$ cat src/rtl/led_pkg.sv
// rtl/led_pkg.sv - shared mode encodings and PWM width for the LED pattern generator
package led_pkg;

  typedef enum logic [1:0] {
    MODE_COUNT   = 2'd0,
    MODE_SCAN    = 2'd1,
    MODE_BREATHE = 2'd2,
    MODE_OFF     = 2'd3
  } led_mode_e;

  localparam int PWM_W = 8;

endpackage

$ cat src/rtl/led_pwm.sv
// rtl/led_pwm.sv - free-running PWM counter and duty comparator for BREATHE mode
module led_pwm
  import led_pkg::*;
(
  input  logic             clk,
  input  logic             rst,
  input  logic [PWM_W-1:0] duty,
  output logic             on
);

  logic [PWM_W-1:0] pwm_cnt;

  // Runs every cycle regardless of pause so the PWM carrier never stalls.
  always_ff @(posedge clk or posedge rst) begin
    if (rst) pwm_cnt <= '0;
    else     pwm_cnt <= pwm_cnt + 1'b1;
  end

  assign on = (pwm_cnt < duty);

endmodule

$ cat src/rtl/led_pattern_gen.sv
// rtl/led_pattern_gen.sv - LED pattern generator: prescaler, mode register, pattern FSM, led register
// BREATHE mode and its PWM logic are compiled in only with LED_PATTERN_BREATHE_EN.
module led_pattern_gen
  import led_pkg::*;
#(
  parameter int N_LED        = 8,
  parameter int TICK_DIV     = 4194304,
  parameter int BREATHE_STEP = 16
) (
  input  logic             clk,
  input  logic             rst,
  input  logic [1:0]       mode,
  input  logic             pause,
  output logic [N_LED-1:0] led,
  output logic             tick
);

  localparam int PRE_W = $clog2(TICK_DIV);
  localparam int POS_W = (N_LED > 1) ? $clog2(N_LED) : 1;
  localparam logic [PRE_W-1:0] PRE_MAX = PRE_W'(TICK_DIV - 1);
  localparam logic [POS_W-1:0] POS_MAX = POS_W'(N_LED - 1);

  logic [PRE_W-1:0] pre_q, pre_d;
  led_mode_e        act_q, act_d, req_mode;
  logic [N_LED-1:0] cnt_q, cnt_d;
  logic [POS_W-1:0] pos_q, pos_d;
  logic             dir_up_q, dir_up_d;
  logic [N_LED-1:0] led_d;

`ifdef LED_PATTERN_BREATHE_EN
  localparam logic [PWM_W:0] STEP    = (PWM_W + 1)'(BREATHE_STEP);
  localparam logic [PWM_W:0] PWM_MAX = {1'b0, {PWM_W{1'b1}}};

  logic [PWM_W-1:0] duty_q, duty_d;
  logic             ramp_up_q, ramp_up_d;
  logic [PWM_W:0]   duty_up;
  logic             pwm_on;

  assign duty_up  = {1'b0, duty_q} + STEP;
  assign req_mode = led_mode_e'(mode);

  led_pwm u_pwm (
    .clk  (clk),
    .rst  (rst),
    .duty (duty_q),
    .on   (pwm_on)
  );
`else
  // Without BREATHE support, mode 2 is folded into OFF at the mode register.
  assign req_mode = (led_mode_e'(mode) == MODE_BREATHE) ? MODE_OFF : led_mode_e'(mode);
`endif

  assign tick = (pre_q == PRE_MAX) && !pause;

  always_comb begin
    pre_d    = pre_q;
    act_d    = act_q;
    cnt_d    = cnt_q;
    pos_d    = pos_q;
    dir_up_d = dir_up_q;
`ifdef LED_PATTERN_BREATHE_EN
    duty_d    = duty_q;
    ramp_up_d = ramp_up_q;
`endif
    if (!pause) pre_d = tick ? '0 : pre_q + 1'b1;

    if (tick) begin
      if (req_mode != act_q) begin
        // A mode switch restarts the pattern instead of advancing it.
        act_d    = req_mode;
        cnt_d    = '0;
        pos_d    = '0;
        dir_up_d = 1'b1;
`ifdef LED_PATTERN_BREATHE_EN
        duty_d    = '0;
        ramp_up_d = 1'b1;
`endif
      end else begin
        case (act_q)
          MODE_COUNT: cnt_d = cnt_q + 1'b1;
          MODE_SCAN: begin
            if (N_LED == 1) begin
              pos_d = '0;
            end else if (dir_up_q) begin
              if (pos_q == POS_MAX) begin
                dir_up_d = 1'b0;
                pos_d    = pos_q - 1'b1;
              end else begin
                pos_d = pos_q + 1'b1;
              end
            end else begin
              if (pos_q == '0) begin
                dir_up_d = 1'b1;
                pos_d    = pos_q + 1'b1;
              end else begin
                pos_d = pos_q - 1'b1;
              end
            end
          end
`ifdef LED_PATTERN_BREATHE_EN
          MODE_BREATHE: begin
            // Reversing on saturation holds each endpoint for a single tick.
            if (ramp_up_q) begin
              if (duty_up >= PWM_MAX) begin
                duty_d    = PWM_MAX[PWM_W-1:0];
                ramp_up_d = 1'b0;
              end else begin
                duty_d = duty_up[PWM_W-1:0];
              end
            end else begin
              if ({1'b0, duty_q} <= STEP) begin
                duty_d    = '0;
                ramp_up_d = 1'b1;
              end else begin
                duty_d = duty_q - STEP[PWM_W-1:0];
              end
            end
          end
`endif
          default: ;
        endcase
      end
    end

    led_d = '0;
    case (act_q)
      MODE_COUNT:   led_d = cnt_q;
      MODE_SCAN:    led_d = N_LED'(1) << pos_q;
`ifdef LED_PATTERN_BREATHE_EN
      MODE_BREATHE: led_d = {N_LED{pwm_on}};
`endif
      default:      led_d = '0;
    endcase
  end

  always_ff @(posedge clk or posedge rst) begin
    if (rst) begin
      pre_q     <= '0;
      act_q     <= MODE_COUNT;
      cnt_q     <= '0;
      pos_q     <= '0;
      dir_up_q  <= 1'b1;
      led       <= '0;
`ifdef LED_PATTERN_BREATHE_EN
      duty_q    <= '0;
      ramp_up_q <= 1'b1;
`endif
    end else begin
      pre_q     <= pre_d;
      act_q     <= act_d;
      cnt_q     <= cnt_d;
      pos_q     <= pos_d;
      dir_up_q  <= dir_up_d;
      led       <= led_d;
`ifdef LED_PATTERN_BREATHE_EN
      duty_q    <= duty_d;
      ramp_up_q <= ramp_up_d;
`endif
    end
  end

endmodule

$ cat config.mk
export PLATFORM = sky130hd
export DESIGN_NAME = led_pattern_gen
export DESIGN_NICKNAME = d
export VERILOG_FILES = /design/src/rtl/led_pkg.sv /design/src/rtl/led_pwm.sv /design/src/rtl/led_pattern_gen.sv
export SDC_FILE = /design/constraint.sdc
export NUM_CORES = 1
export LEC_CHECK = 0
export CAP_MARGIN = 20
export CORE_UTILIZATION = 49
export DETAILED_ROUTE_END_ITERATION = 6
export DONT_BUFFER_PORTS = 1
export MAX_ROUTING_LAYER = met4
export SETUP_SLACK_MARGIN = 0.1
export SLEW_MARGIN = 5
export SYNTH_ARGS = -nofsm -noshare
export SYNTH_HDL_FRONTEND = slang
export SYNTH_SLANG_ARGS = --single-unit
$ cat constraint.sdc
create_clock -name clk -period 4.25 [get_ports clk]
set_clock_uncertainty 0.2 [all_clocks]
set_input_delay 0.85 -clock clk [delete_from_list [all_inputs] [get_ports clk]]
set_output_delay 0.85 -clock clk [all_outputs]
set_load 0.1 [all_outputs]
# Word level (Yosys, flattened, before mapping)
# Index checks and enable logic that the tools add are counted.
# Widths: inputs -> output; s select.
[totals]
register_bits = 44
input_bits = 5
out_inout_bits = 9
word_cells = 40
[classes]
add_sub_neg = 4
n_eq_ne = 5
shift = 1
mux = 15
reduce_logical = 9
[ops]
columns = ["op", "count"]
rows = [
  ["$add 22x1->22 const B", 1],
  ["$eq 22x22->1 const B", 1],
  ["$mux 22", 1],
  ["$mux 8", 2],
  ["$pmux 8 s2", 1],
  ["$mux 3", 5],
  ["$add 8x1->8 const B", 1],
  ["$shl 1x3->8 const A", 1],
  ["$reduce_and 2->1", 3],
  ["$mux 1", 5],
  ["$reduce_bool 2->1", 2],
  ["$add 3x1->3 const B", 1],
  ["$eq 3x3->1 const B", 1],
  ["$logic_not 3->1", 1],
  ["$sub 3x1->3 const B", 1],
  ["$eq 2x1->1 const B", 1],
  ["$eq 2x2->1 const B", 1],
  ["$logic_not 2->1", 1],
  ["$mux 2", 1],
  ["$ne 2x2->1", 1],
  ["$logic_and 1x1->1", 1],
  ["$logic_not 1->1", 1],
]

# Logic depth before layout (Yosys ltp)
# Gate-level depths: netlist of the first run.
[logic_depth]
word_depth = 5
mapped_depth = 7
depth_no_buf = 6

# Least setup slack after synthesis of the first run
# OpenSTA, ideal clock, no wires.
[synth_path]
path_kind = "input -> output"
start = "input port pause"
end = "output port tick"
t_arrival_ns = 2.432
slack_ns = 0.768
stages = 5
cell_sequence = "nand4b_4 -> nor4_4 -> nand3_2 -> buf_2 -> inv_1"
[synth_via]
elab_chain_len = 2
[synth_lines]
columns = ["element", "line_no", "rtl"]
rows = [
  ["from (decl)", "led_pattern_gen.sv:13", "input logic pause,"],
  ["$logic_not 1->1", "-", ""],
  ["$logic_and 1x1->1", "led_pattern_gen.sv:53", "assign tick = (pre_q == PRE_MAX) && !pause;"],
  ["to (decl)", "led_pattern_gen.sv:15", "output logic tick"],
]
# No other way between the ends.

# Worst setup path in the final report of the first run
[layout_path]
start = "register pre_q[0]"
end = "output port tick"
[layout_via]
elab_chain_len = 2
[layout_lines]
columns = ["element", "line_no", "rtl"]
rows = [
  ["from (decl)", "led_pattern_gen.sv:23", "logic [PRE_W-1:0] pre_q, pre_d;"],
  ["from (signal assigned)", "led_pattern_gen.sv:149", "pre_q <= pre_d;"],
  ["$eq 22x22->1", "led_pattern_gen.sv:53", ""],
  ["$logic_and 1x1->1", "led_pattern_gen.sv:53", ""],
]
# No other way between the ends.

==> results of run 1 <==
[cells in the final DEF, fill, tap and decap left out, drive strengths merged, types with 5 or more instances in the layout]
cell type  Yosys  layout
a21oi          9       9
clkbuf         5       6
dfrtp         43      43
ha             9       9
inv           10      10
nand2         23      23
nand2b         9       9
nand3         13      13
nand4          7       7
nor2          22      22
nor4           5       5
o21ai         15      15
xnor2         10      10
xor2           9       9
[per-layer routing]
metal | part of all wire, % | vias up | routed length, um
li1 | - | 797 | -
met1 | 51 | 797 | 2180
met2 | 45 | 21 | 1960
met3 | 2.5 | 7 | 110
met4 | 1.4 | 0 | 59
met5 | 0 | - | 0
[sequential cells by signal, indices dropped and copies added, names as in the netlist]
name and flops:
pre_q 22, cnt_q 8, led 8, pos_q 3, act_q 2, dir_up_q 1
[worst min path at each step]
| stage | from | end | slack [ps] | depth (start not counted) |
|---|---|---|---|---|
| floorplan | pre_q[20] | pre_q[20] | 250 | 1 |
| global placement | pre_q[20] | pre_q[20] | 260 | 1 |
| detailed placement | pre_q[20] | pre_q[20] | 280 | 1 |
| CTS | pre_q[20] | pre_q[20] | 300 | 1 |
| global route | pre_q[20] | pre_q[20] | 310 | 1 |
| finish | pre_q[20] | pre_q[20] | 290 | 1 |
[power by group through the flow]
stage	registers (uW)	logic, uW	clock network [uW]
detailed placement	481	67.4	0
floorplan	475	53.1	0
finish	473	66.4	317
global placement	479	64.5	0
global route	478	76.1	337
CTS	473	68.0	320
[per-stage QoR]
step,hold slack [ps],power [uW],instance area (um^2),worst slack (ps)
detailed placement,282,548,2350,889
floorplan,246,528,2300,768
finish,289,856,2460,816
CTS,298,861,2460,797
global route,311,891,2460,633
global placement,265,543,2350,940
[area by class of cell]
| class | count | share of cell area, % |
|---|---|---|
| Clock inverter | 2 | 1.43 |
| Tap cell | 52 | 2.65 |
| Clock buffer | 6 | 2.95 |
| Inverter | 10 | 1.53 |
| Multi-Input combinational cell | 167 | 45.7 |
| Timing Repair Buffer | 3 | 0.916 |
| Sequential cell | 44 | 44.9 |
[cell families (layout without fill, tap and decap cells)]
logic type,count (synthesis),count (layout),share of synthesized area [%]
compound gates,38,38,10.5
xor+xnor,19,19,7.23
fa+ha+maj,9,9,4.89
buf+inv,19,21,3.37
flops,44,44,47.9
mux,5,5,2.23
simple gates,96,96,23.9
[critical path, delay by kind of cell (launching register included)]
kind          cells  cell delay, ps
buf+inv           2             450
simple gates      3             970
fa+ha+maj         1             250
flops             1             410
==> run_results.csv, run 1 <==
group,metric,value,unit
power,pwr_density_cell,349,nW/um^2
global_routing,antenna_found_initial,0,
route,drt.antenna.violating_nets,0,
finish,n_antenna_cell,0,
floorplan,io_pins,14,
sta,finalSetupViolations,0,
global_routing,busiest_layer,"met2",
yosys,yosys.area.top_type,"dfrtp_1",
yosys,async_reset_ff_share,100,%
yosys,synth_ff_type,"dfrtp_1",
global_routing,met2_usage,31.8,%
yosys,synth_most_common_cell,"dfrtp_1",
sta,finalMaxSlewViolations,0,
finish,drive_gt1_share,9.48,%
clock_network,clk_pin_slew,80,ps
sta,worst_slew_pin_slew,874,ps
critical_path,crit_path_end_kind,"output pin",
clock_network,ctsResizeCount,0,
yosys,synth_nets,244,
power,pwr-share-seq,55.2,%
global_routing,grt_pass1_wl,7.61,mm
finish,layoutNonFillerInstCount,284,
clock_network,cts_hold_buf,0,
power,leakage,0.00111,uW
critical_path,worstPathArrival,2380,ps
finish,final_util,55.3,%
yosys,netlist.area_leader.share,46.7,%
critical_path,rr_worst_depth,6,
floorplan,core_area,4440,um^2
critical_path,crit_fanout,12,
route,vias,1622,
route,viasPerCell,5.71,
place,gp_congestion,0.836,
global_routing,met1_usage,26.3,%
power,ir_drop,166,uV
yosys,synth_edf_count,0,
floorplan,die_area,4980,um^2
sta,rsz0062_at_grt,"no",
floorplan,rows,24,
floorplan,die_w,70.5,um
power,p_int,645,uW
critical_path,worstPathCellList,"ha_1 > nand4b_4 > nor4_4 > nand3_2 > inv_1 > buf_4",
sta,timing.final.crit_share,80.8,%
route,drcViolationCount,4,
finish,fillCellCount,405,
critical_path,max_stage_delay,500,ps
yosys,yosysSeqAreaShare,47.9,%
yosys,synth_cells,230,
global_routing,grt_max_degree,27,
worst_hold_path,hold_path.class,"flip-flop to flip-flop",
critical_path,crit_required,3200,ps
power,clock_power_share,37.0,%
clock_network,cts_made_buffers,5,
clock_network,cts_max_path_buffers,2,
yosys,syn_area,2300,um^2
critical_path,r2r_setup_slack,1610,ps
sta,maxSlewHeadroom,41.8,%
critical_path,crit_start,"pre_q[0]",
yosys,synth_area_per_cell,10.0,um^2
global_routing,grt_pass1_vias,1615,
job,maxCapViolations,0,
global_routing,grt_util_met3,4.27,%
clock_network,cts_root_buffer,"clkbuf_8",
floorplan,dieHeight,70.5,um
sta,timing.fmax,0.291,GHz
critical_path,crit_path_end,"tick",
critical_path,crit_type,"flip-flop to output pin",
global_routing,groute.usage.overall,20.2,%
route,routedWlPerCell,15.2,um
place,dp_hpwl,3.12,mm
power,p_sw,211,uW
yosys,ys_warn_count,0,
critical_path,worst_r2r_endpoint,"cnt_q[4]",
run_status,violations,"DRC",
clock_network,cts_setup_buffers,0,
clock_network,cts_max_level,2,
clock_network,clock_latency,290,ps
run_status,outcome,"finished with violations",
yosys,yosysUniqueCellTypes,46,
floorplan,initial_utilization,51.8,%
place,io_buffer_count,0,
yosys,ys_top_cells_by_area,"dfrtp_1, ha_1, xnor2_1",
sta,finalCriticalPeriod,3430,ps
sta,fin_tns_setup,0,ps
power,power_frac_comb,7.7,%
critical_path,crit_slowest_cell,"nor4_4",
clock_network,clock_sinks,44,
global_routing,grt_overflow,0,
finish,num-nets-final,245,
finish,area_growth,6.74,%
critical_path,startpoint_type,"flip-flop",
critical_path,r2r-start,"pre_q[0]",
route,firstDrtPassIters,7,
yosys,synthTopCellsByCount,"dfrtp_1, nor2_1, nand2_1",
finish,seq_area,1100,um^2
sta,hold_violations,0,
power,switching_share,24.6,%
route,finalWirelength,4.32,mm
place,dpl.cell_count,276,
finish,multi_input_area,1120,um^2
route,first_iter_violations,69,
yosys,synth_seq_cells,44,
clock_network,cts_tree,"yes",
No activity file was read; power rests on OpenSTA's default activity.
==> inputs of run 2 (changes only) <==
- PLACE_DENSITY: not set -> 0.66
- clock period: 4.25 -> 3.1 ns (I/O delays scaled with it)
==> run 2 against run 1 <==
The flow still finishes with violations (DRC). Combinational power up 26%. Hold slack got worse by 150 ps. Largest cell class unchanged. Register-to-register slack got worse by 1000 ps. Global-route usage down 2.6 points. Via count is 6.2% lower. Setup slack got worse by 500 ps.
==> run_results.csv, run 2 (synthesis gave the netlist of run 1 again) <==
group,metric,value,unit
clock_network,cts_tree,"yes",
power,clock_power_share,31.5,%
place,dp_hpwl,2.70,mm
power,power_frac_comb,7.8,%
place,place_ws,557,ps
critical_path,worstPathArrival,1970,ps
critical_path,crit_path_end,"tick",
sta,maxSlewHeadroom,42.4,%
clock_network,cts_made_buffers,5,
finish,biggestRegsByFlops,"pre_q: 22 flops, cnt_q: 8 flops, led: 8 flops",
floorplan,rows,24,
finish,largest_reg_flops,22,
floorplan,die_area,4980,um^2
global_routing,groute.usage.overall,17.6,%
clock_network,ctsResizeCount,0,
clock_network,cts_max_level,2,
clock_network,clock_sinks,44,
sta,worst_slew_pin_slew,864,ps
finish,fillCellCount,404,
sta,timing.final.crit_share,89.9,%
power,p_int,803,uW
sta,setup_slack,313,ps
run_status,outcome,"finished with violations",
sta,timing.fmax,0.359,GHz
floorplan,dieHeight,70.5,um
clock_network,cts_root_buffer,"clkbuf_8",
global_routing,grt_pass1_wl,6.55,mm
route,finalWirelength,3.83,mm
global_routing,grt_overflow,0,
sta,whs,134,ps
route,drcViolationCount,3,
floorplan,initial_utilization,51.8,%
sta,finalSetupViolations,0,
clock_network,clk_pin_slew,80,ps
critical_path,crit_type,"flip-flop to output pin",
clock_network,cts_setup_buffers,0,
global_routing,met2_usage,24.4,%
job,maxCapViolations,0,
sta,fin_tns_setup,0,ps
sta,hold_violations,0,
critical_path,crit_path_end_kind,"output pin",
worst_hold_path,hold_path.class,"primary input to async pin",
power,ir_drop,189,uV
critical_path,rr_worst_depth,7,
finish,num-nets-final,246,
sta,finalCriticalPeriod,2790,ps
route,first_iter_violations,79,
critical_path,startpoint_type,"flip-flop",
place,gp_congestion,0.821,
global_routing,busiest_layer,"met2",
finish,drive_gt1_share,9.87,%
critical_path,worst_r2r_endpoint,"cnt_q[4]",
finish,final_util,55.0,%
route,viasPerCell,5.34,
critical_path,r2r_setup_slack,590,ps
global_routing,met1_usage,24.3,%
critical_path,r2r-start,"pre_q[0]",
power,p_sw,263,uW
run_status,violations,"DRC",
finish,mostFrequentLayoutCells,"dfrtp_1, nor2_1, nand2_1, nand3_1, o21ai_0",
clock_network,cts_hold_buf,0,
global_routing,antenna_found_initial,0,
critical_path,crit_start,"pre_q[0]",
clock_network,cts_max_path_buffers,2,
power,leakage,0.00109,uW
finish,regMostFlops,"pre_q",
global_routing,grt_max_degree,45,
global_routing,grt_util_met3,4.56,%
place,io_buffer_count,0,
finish,final_common_cell,"dfrtp_1",
finish,area_growth,6.09,%
floorplan,die_w,70.5,um
sta,rsz0062_at_grt,"no",
sta,finalMaxSlewViolations,0,
critical_path,crit_required,2280,ps
power,switching_share,24.7,%
power,pwr_density_cell,436,nW/um^2
route,vias,1522,
power,pwr-share-seq,60.7,%
floorplan,io_pins,14,
global_routing,grt_pass1_vias,1403,
route,routedWlPerCell,13.4,um
route,drt.antenna.violating_nets,0,
clock_network,clock_latency,300,ps
finish,n_antenna_cell,0,
route,firstDrtPassIters,6,
critical_path,crit_fanout,6,
floorplan,core_area,4440,um^2
run 2: cell types whose count changed in the layout (fill, tap and decap cells not counted):
cell / delta
clkbuf_1: +1
clkinvlp_4: +1
bufinv_16: -1
clkinv_1: +1
buf_4: +1
inv_1: -2
run 2: worst max-delay path, cell delays in order (launching register included):
cell and delay [ps]:
dfrtp_1 410, ha_1 240, nand4b_4 150, nor4_4 330, nand3_2 140, clkinvlp_4 400
run 2: power by group through the flow:
stage	clock network (uW)	registers, uW	logic, uW
detailed placement	0	658	84.9
global route	379	653	99.1
finish	336	647	83.5
global placement	0	657	87.3
CTS	351	647	86.0
floorplan	0	651	72.8
run 2: worst min path at each step:
| stage | end | depth (start not counted) |
|---|---|---|
| after floorplan | pre_q[20] | 1 |
| after global placement | pre_q[20] | 1 |
| after detailed placement | pre_q[20] | 1 |
| after CTS | pre_q[7] | 2 |
| after global routing | pre_q[7] | 2 |
| final | pre_q[1] | 2 |
run 2: layout make-up:
class	count	area (um^2)	area share, %
Inverter	10	41.3	1.69
Clock buffer	7	76.3	3.13
Sequential cell	44	1100	45.1
Multi-Input combinational cell	167	1120	46.0
Tap cell	52	65.1	2.66
Timing Repair Buffer	4	30.0	1.23
Clock inverter	1	5.00	0.205
run 2: layer usage:
layer	vias to the layer above	part of all wire [%]
met5	-	0
met4	0	1.9
met3	6	3.0
met2	21	41
met1	693	54
li1	802	-
run 2: per-stage QoR:
stage	power [uW]	instance area, um^2	cells
floorplan	724	2310	230
global placement	744	2360	277
detailed placement	743	2360	277
CTS	1080	2440	285
global route	1130	2440	285
finish	1070	2440	285
==> inputs of run 3 (changes only) <==
- CAP_MARGIN: 20 -> not set
- CTS_CLUSTER_SIZE: not set -> 25
==> results of run 3 <==
No change in the layout: final DEF, timing and power equal those of run 2.
